==> config.mk <==
export PLATFORM = sky130hd
export DESIGN_NAME = audio_sample_reader_flat
export DESIGN_NICKNAME = d
export VERILOG_FILES = /design/src/rtl/audio_pkg.sv /design/src/rtl/audio_sample_reader_if.sv /design/src/rtl/audio_sync_fifo.sv /design/src/rtl/audio_sample_reader.sv /design/src/flat_wrapper.sv
export SDC_FILE = /design/constraint.sdc
export NUM_CORES = 2
export LEC_CHECK = 0
export CORE_UTILIZATION = 33
export CTS_CLUSTER_DIAMETER = 200
export DETAILED_ROUTE_END_ITERATION = 10
export MAX_ROUTING_LAYER = met4
export RECOVER_POWER = 100
export SETUP_SLACK_MARGIN = 0.5
export SLEW_MARGIN = 10
export SYNTH_ARGS = -nofsm -noshare
export SYNTH_HDL_FRONTEND = slang
export SYNTH_SLANG_ARGS = --single-unit
==> constraint.sdc <==
create_clock -name clk -period 7.02 [get_ports clk]
set_clock_uncertainty 0.1 [all_clocks]
set_input_delay 1.404 -clock clk [delete_from_list [all_inputs] [get_ports clk]]
set_output_delay 1.404 -clock clk [all_outputs]
set_load 0.05 [all_outputs]
==> src/rtl/audio_pkg.sv <==
// Shared register map, status/control bit positions and status packing helper
// for the audio sample reader. Optional threshold/irq feature: AUDIO_RD_IRQ_EN.
package audio_pkg;

  localparam int REG_W = 32;

  localparam logic [2:0] ADDR_DATA   = 3'd0;
  localparam logic [2:0] ADDR_STATUS = 3'd1;
  localparam logic [2:0] ADDR_CTRL   = 3'd2;
  localparam logic [2:0] ADDR_THRESH = 3'd3;

  localparam int STAT_EMPTY = 16;
  localparam int STAT_FULL  = 17;
  localparam int STAT_OVF   = 18;
  localparam int STAT_UNF   = 19;

  localparam int CTRL_FLUSH   = 0;
  localparam int CTRL_CLR_OVF = 1;
  localparam int CTRL_CLR_UNF = 2;

  typedef struct packed {
    logic ovf;
    logic unf;
  } sticky_t;

  function automatic logic [REG_W-1:0] status_word(input logic [15:0] count,
                                                   input logic empty,
                                                   input logic full,
                                                   input sticky_t flags);
    logic [REG_W-1:0] w;
    w             = '0;
    w[15:0]       = count;
    w[STAT_EMPTY] = empty;
    w[STAT_FULL]  = full;
    w[STAT_OVF]   = flags.ovf;
    w[STAT_UNF]   = flags.unf;
    return w;
  endfunction

endpackage

==> src/rtl/audio_sample_reader_if.sv <==
// Avalon-MM slave bus bundle for the audio sample reader register window.
interface audio_sample_reader_if;

  logic        chipselect;
  logic        read;
  logic        write;
  logic [2:0]  address;
  logic [31:0] writedata;
  logic [31:0] readdata;

  modport master (
    output chipselect, read, write, address, writedata,
    input  readdata
  );

  modport slave (
    input  chipselect, read, write, address, writedata,
    output readdata
  );

endinterface

==> src/rtl/audio_sync_fifo.sv <==
// Single-clock sample FIFO: storage array, wrapping pointers, occupancy count.
// push_i/pop_i arrive already qualified against full/empty by the caller.
module audio_sync_fifo #(
  parameter int DEPTH  = 64,
  parameter int DATA_W = 32,
  localparam int PTR_W = $clog2(DEPTH),
  localparam int CNT_W = PTR_W + 1
) (
  input  logic              clk,
  input  logic              reset_n,
  input  logic              push_i,
  input  logic              pop_i,
  input  logic              flush_i,
  input  logic [DATA_W-1:0] wr_data_i,
  output logic [DATA_W-1:0] rd_data_o,
  output logic [CNT_W-1:0]  count_o,
  output logic [CNT_W-1:0]  count_next_o,
  output logic              full_o,
  output logic              empty_o
);

  logic [DATA_W-1:0] mem [DEPTH];

  logic [PTR_W-1:0] wr_ptr_q, wr_ptr_d;
  logic [PTR_W-1:0] rd_ptr_q, rd_ptr_d;
  logic [CNT_W-1:0] count_q, count_d;

  always_comb begin
    wr_ptr_d = wr_ptr_q;
    rd_ptr_d = rd_ptr_q;
    count_d  = count_q;
    if (flush_i) begin
      wr_ptr_d = '0;
      rd_ptr_d = '0;
      count_d  = '0;
    end else begin
      // Power-of-two depth lets the pointers wrap by natural overflow.
      if (push_i) wr_ptr_d = wr_ptr_q + 1'b1;
      if (pop_i)  rd_ptr_d = rd_ptr_q + 1'b1;
      case ({push_i, pop_i})
        2'b10:   count_d = count_q + 1'b1;
        2'b01:   count_d = count_q - 1'b1;
        default: count_d = count_q;
      endcase
    end
  end

  always_ff @(posedge clk or negedge reset_n) begin
    if (!reset_n) begin
      wr_ptr_q <= '0;
      rd_ptr_q <= '0;
      count_q  <= '0;
    end else begin
      wr_ptr_q <= wr_ptr_d;
      rd_ptr_q <= rd_ptr_d;
      count_q  <= count_d;
    end
  end

  always_ff @(posedge clk) begin
    if (push_i && !flush_i) mem[wr_ptr_q] <= wr_data_i;
  end

  assign rd_data_o    = mem[rd_ptr_q];
  assign count_o      = count_q;
  assign count_next_o = count_d;
  assign full_o       = (count_q == CNT_W'(DEPTH));
  assign empty_o      = (count_q == '0);

endmodule

==> src/rtl/audio_sample_reader.sv <==
// Audio sample reader: codec samples queued in a FIFO and drained over Avalon-MM.
// Define AUDIO_RD_IRQ_EN to add the threshold register (address 3) and irq output.
module audio_sample_reader
  import audio_pkg::*;
#(
  parameter int DEPTH  = 64,
  parameter int DATA_W = 32
) (
  input  logic              clk,
  input  logic              reset_n,
  input  logic [DATA_W-1:0] sample_data,
  input  logic              sample_valid,
  audio_sample_reader_if.slave avs
`ifdef AUDIO_RD_IRQ_EN
  ,
  output logic              irq
`endif
);

  localparam int CNT_W = $clog2(DEPTH) + 1;

  logic [DATA_W-1:0] fifo_head;
  logic [CNT_W-1:0]  fifo_count;
  logic [CNT_W-1:0]  fifo_count_next;
  logic              fifo_full;
  logic              fifo_empty;

  logic rd_data_req;
  logic wr_ctrl;
  logic flush;
  logic pop;
  logic push;

  sticky_t            sticky_q, sticky_d;
  logic [REG_W-1:0]   readdata_q, readdata_d;

  assign rd_data_req = avs.chipselect && avs.read  && (avs.address == ADDR_DATA);
  assign wr_ctrl     = avs.chipselect && avs.write && (avs.address == ADDR_CTRL);
  assign flush       = wr_ctrl && avs.writedata[CTRL_FLUSH];
  assign pop         = rd_data_req && !fifo_empty;
  // A full FIFO still accepts a sample when the same cycle frees a slot.
  assign push        = sample_valid && (!fifo_full || pop) && !flush;

  audio_sync_fifo #(
    .DEPTH  (DEPTH),
    .DATA_W (DATA_W)
  ) u_fifo (
    .clk          (clk),
    .reset_n      (reset_n),
    .push_i       (push),
    .pop_i        (pop),
    .flush_i      (flush),
    .wr_data_i    (sample_data),
    .rd_data_o    (fifo_head),
    .count_o      (fifo_count),
    .count_next_o (fifo_count_next),
    .full_o       (fifo_full),
    .empty_o      (fifo_empty)
  );

  // Set terms are OR-ed after the clear so a coincident set wins.
  always_comb begin
    sticky_d     = sticky_q;
    sticky_d.ovf = (sticky_q.ovf && !(wr_ctrl && avs.writedata[CTRL_CLR_OVF]))
                   || (sample_valid && fifo_full && !pop);
    sticky_d.unf = (sticky_q.unf && !(wr_ctrl && avs.writedata[CTRL_CLR_UNF]))
                   || (rd_data_req && fifo_empty);
  end

`ifdef AUDIO_RD_IRQ_EN
  logic [15:0] threshold_q, threshold_d;
  logic        irq_q, irq_d;

  always_comb begin
    threshold_d = threshold_q;
    if (avs.chipselect && avs.write && (avs.address == ADDR_THRESH))
      threshold_d = avs.writedata[15:0];
    irq_d = (threshold_d != 16'd0) && (16'(fifo_count_next) >= threshold_d);
  end

  always_ff @(posedge clk or negedge reset_n) begin
    if (!reset_n) begin
      threshold_q <= '0;
      irq_q       <= 1'b0;
    end else begin
      threshold_q <= threshold_d;
      irq_q       <= irq_d;
    end
  end

  assign irq = irq_q;
`else
  logic unused_count_next;
  assign unused_count_next = ^fifo_count_next;
`endif

  always_comb begin
    readdata_d = readdata_q;
    if (avs.chipselect && avs.read) begin
      case (avs.address)
        ADDR_DATA:   readdata_d = fifo_empty ? '0 : REG_W'(fifo_head);
        ADDR_STATUS: readdata_d = status_word(16'(fifo_count), fifo_empty,
                                              fifo_full, sticky_q);
`ifdef AUDIO_RD_IRQ_EN
        ADDR_THRESH: readdata_d = {16'd0, threshold_q};
`endif
        default:     readdata_d = '0;
      endcase
    end
  end

  always_ff @(posedge clk or negedge reset_n) begin
    if (!reset_n) begin
      sticky_q   <= '0;
      readdata_q <= '0;
    end else begin
      sticky_q   <= sticky_d;
      readdata_q <= readdata_d;
    end
  end

  assign avs.readdata = readdata_q;

endmodule

==> src/flat_wrapper.sv <==
// flat-port wrapper written by rule: the top's interface ports become plain ports
module audio_sample_reader_flat import audio_pkg::*;
#(
  parameter int DEPTH  = 64,
  parameter int DATA_W = 32
)
  (clk, reset_n, sample_data, sample_valid, avs_chipselect, avs_read, avs_write, avs_address, avs_writedata, avs_readdata);
  audio_sample_reader_if avs_i ();
  input  logic clk;
  input  logic reset_n;
  input  logic [DATA_W-1:0] sample_data;
  input  logic sample_valid;
  input wire logic [$bits(avs_i.chipselect)-1:0] avs_chipselect;
  input wire logic [$bits(avs_i.read)-1:0] avs_read;
  input wire logic [$bits(avs_i.write)-1:0] avs_write;
  input wire logic [$bits(avs_i.address)-1:0] avs_address;
  input wire logic [$bits(avs_i.writedata)-1:0] avs_writedata;
  output wire logic [$bits(avs_i.readdata)-1:0] avs_readdata;
  assign avs_i.chipselect = avs_chipselect;
  assign avs_i.read = avs_read;
  assign avs_i.write = avs_write;
  assign avs_i.address = avs_address;
  assign avs_i.writedata = avs_writedata;
  assign avs_readdata = avs_i.readdata;
  audio_sample_reader #(.DEPTH(DEPTH), .DATA_W(DATA_W)) u_core (.clk(clk), .reset_n(reset_n), .sample_data(sample_data), .sample_valid(sample_valid), .avs(avs_i));
endmodule
==> reports/metrics.yaml <==
outcome:
  outcome: "complete, but fails checks"
  violations: "capacitance limit, slew limit"
cells_and_area:
  syn2layout_area_growth_pct: 14.0
  mostFrequentLayoutCells: "edfxtp_1 (2048), mux4_2 (508), clkbuf_16 (208)"
  n_fill_cell: 21705
  layout_commonest_cell: "edfxtp_1"
  fin_nets: 3939
  drive_above_1_share: 0.241
  fin_cells: 7244
drt:
  maxUsedRoutingLayer: "met4"
  via_per_inst: 5.35
  antenna_left: 0
  drc_errors: 0
  wl_per_cell_um: 29.0
  wirelength_um: 210000
  dr_wl_met3_um: 17100
  firstDrtPassIters: 5
  wl_met2_um: 100000
  drtIter0Drc: 4337
  vias: 38762
  drt-met1-wl_um: 86400
global_routing:
  grt.total_usage: 0.173
  grt_pass1_vias: 38794
  overflow: 0
  grt_pass1_wl_um: 296000
  antenna_found_initial: 25
  grt_max_degree: 97
yosys:
  synth_edf_count: 2048
  seq_area_frac_synth: 0.776
  synth-seq-cells: 2101
  postSynthCellCount: 3625
  avgSynthCellArea_um2: 22.3
  yosysWarnings: 0
  async_flop_share: 0.0252
  ys_types: 66
  synthesis.area_um2: 80900
  syn_nets: 3707
  synth_ff_type: "edfxtp_1"
floorplan:
  die_w_um: 497
  die_area_um2: 247000
  pin_count: 105
  die_h_um: 497
  design.core.area_um2: 243000
  rows: 181
  start_util: 0.332
place:
  hpwl_um: 125000
  place.gp.congestion: 0.857
  portBuffers: 75
  dp_cells: 6849
timing:
  slew_violations: 2395
  setup_violations: 0
  rsz0062_at_grt: "no"
  fmax_mhz: 173
  relSlewSlack: -1.44
  totalNegativeSetupSlack_ns: 0
  hold_viol: 0
  fin_crit_ns: 5.79
  worst_pin_slew_ns: 3.66
  period_share: 0.824
critical_path:
  cpPeakStageDelay_ns: 2.00
  worstSetupStartpointType: "input pin"
  path_common_cell: "clkbuf_1"
  end_kind: "flip-flop"
  path_delay_family: "buffers and inverters"
  cp.required_ns: 7.31
  slowest_stage: "clkbuf_1"
  cp.arrival_ns: 6.07
  critPathKind: "in2reg"
  critPathBufInv: 4
  crit_chain: "dlygate4sd3_1 -> nor4_4 -> clkbuf_1 -> o21a_1 -> nand4_1 -> clkbuf_1 -> nor2_4 -> clkbuf_1"
  path_max_fanout: 32
clock_network:
  clk_path_buf_depth: 3
  clock_latency_ns: 0.85
  clk_pin_slew_ns: 0.06
  cts_setup_buffers: 0
  clock-sinks: 2101
  htreeDepth: 4
  cts_made_buffers: 208
  cts.repair.resized: 0
  cts-root-buf: "clkbuf_16"
  cts.hold.buffers_added: 0
  tritoncts: "done"
pwr:
  p_leak_uw: 0.0280
  power_density_nw_per_um2: 359
  ir_worst_vdd_mv: 0.267
flow_run:
  max_cap_viol_count: 48
worst_hold_path:
  hold_path_class: "reg2reg"
-- area by class of cell --
cell class	instances	area [um2]	area share
Sequential cell	2101	62800	0.681
Multi-Input combinational cell	1318	17100	0.186
Clock buffer	260	5420	0.0588
Tap cell	3202	4010	0.0434
Timing Repair Buffer	220	1590	0.0173
Clock inverter	127	1190	0.0129
Inverter	8	31.3	0.000339
Antenna cell	8	20.0	0.000217
-- logic make-up (layout without fill, tap and decap cells) --
family,count (synthesis),after routing,synth area share
buffers and inverters,206,615,0.0151
adders and majority gates,9,9,0.00148
other,0,8,0
AOI/OAI and AO/OA,293,293,0.0254
xor gates and xnor gates,15,15,0.00162
and+or+nand+nor,352,352,0.0203
muxes,649,649,0.160
DFF,2101,2101,0.776
-- where the power goes --
group	internal, uW	switching [uW]
logic	3310	4430
registers	14300	366
clock network	5960	4780
total	23600	9580
-- path summary, 6_finish.rpt --
kind | startpoint | endpoint | slack (ns) | depth (start not counted)
hold / removal | u_core.sticky_q[1] | u_core.sticky_q[1] | 0.40 | 1
min in group asynchronous | reset_n | u_core.avs.readdata[24] | 1.71 | 1
setup / recovery | avs_address[0] | u_core.u_fifo.mem[47][29] | 1.23 | 8
setup reg to reg | u_core.u_fifo.rd_ptr_q[1] | u_core.avs.readdata[23] | 1.46 | 6
max in group asynchronous | reset_n | u_core.u_fifo.rd_ptr_q[3] | 2.51 | 1
hold reg to reg | u_core.sticky_q[1] | u_core.sticky_q[1] | 0.40 | 1
-- worst register-to-register path, stage by stage, from the launching register on --
cell and delay, ns:
dfrtp_1 1.97, clkbuf_2 1.32, mux4_2 0.51, o22ai_1 0.12, a2111oi_0 1.07, a21oi_1 0.21, nand4_1 0.18
-- synthesized netlist by cell type, types with 16 or more instances --
library cell  count  area share
edfxtp_1       2048        0.76
mux4_2          508        0.14
mux2i_1         122       0.015
nor2_1          116      0.0054
nand2_1         106      0.0049
a22oi_1          79      0.0073
buf_2            79      0.0049
a21oi_1          55      0.0034
clkbuf_1         53      0.0025
dfrtp_1          53       0.016
a211oi_1         37      0.0034
buf_4            33      0.0031
nand3_1          31      0.0019
nor2b_1          29      0.0022
o22ai_1          29      0.0022
buf_6            21      0.0029
mux2_2           16      0.0022
nand4_1          16      0.0012
o21ai_0          16     0.00099
-- sequential cells by signal, summed over array words and instances, names as in the netlist --
signal                  flops
u_core.u_fifo.rd_ptr_q      6
u_core.u_fifo.wr_ptr_q      6
u_core.u_fifo.count_o       7
u_core.avs.readdata        32
u_core.u_fifo.mem        2048
u_core.sticky_q             2
-- per-stage QoR --
stage | util | hold WS (ns) | setup WS (ns) | power [uW] | cell area (um2)
floorplan | - | 0.358 | 2.26 | 20200 | 80900
global placement | 0.354 | 0.383 | 1.59 | 22700 | 86100
detailed placement | 0.354 | 0.379 | 1.52 | 22700 | 86100
CTS | 0.381 | 0.394 | 2.44 | 33400 | 92700
global route | 0.379 | 0.424 | 1.15 | 34200 | 92200
finish | 0.379 | 0.400 | 1.23 | 33100 | 92200
-- per-layer routing --
layer  track usage  vias to the layer above
li1              -                    15844
met1         0.228                    21052
met2         0.265                     1548
met3        0.0409                      318
met4        0.0540                        0
met5             -                        -
(Power assumes the default switching activity.)
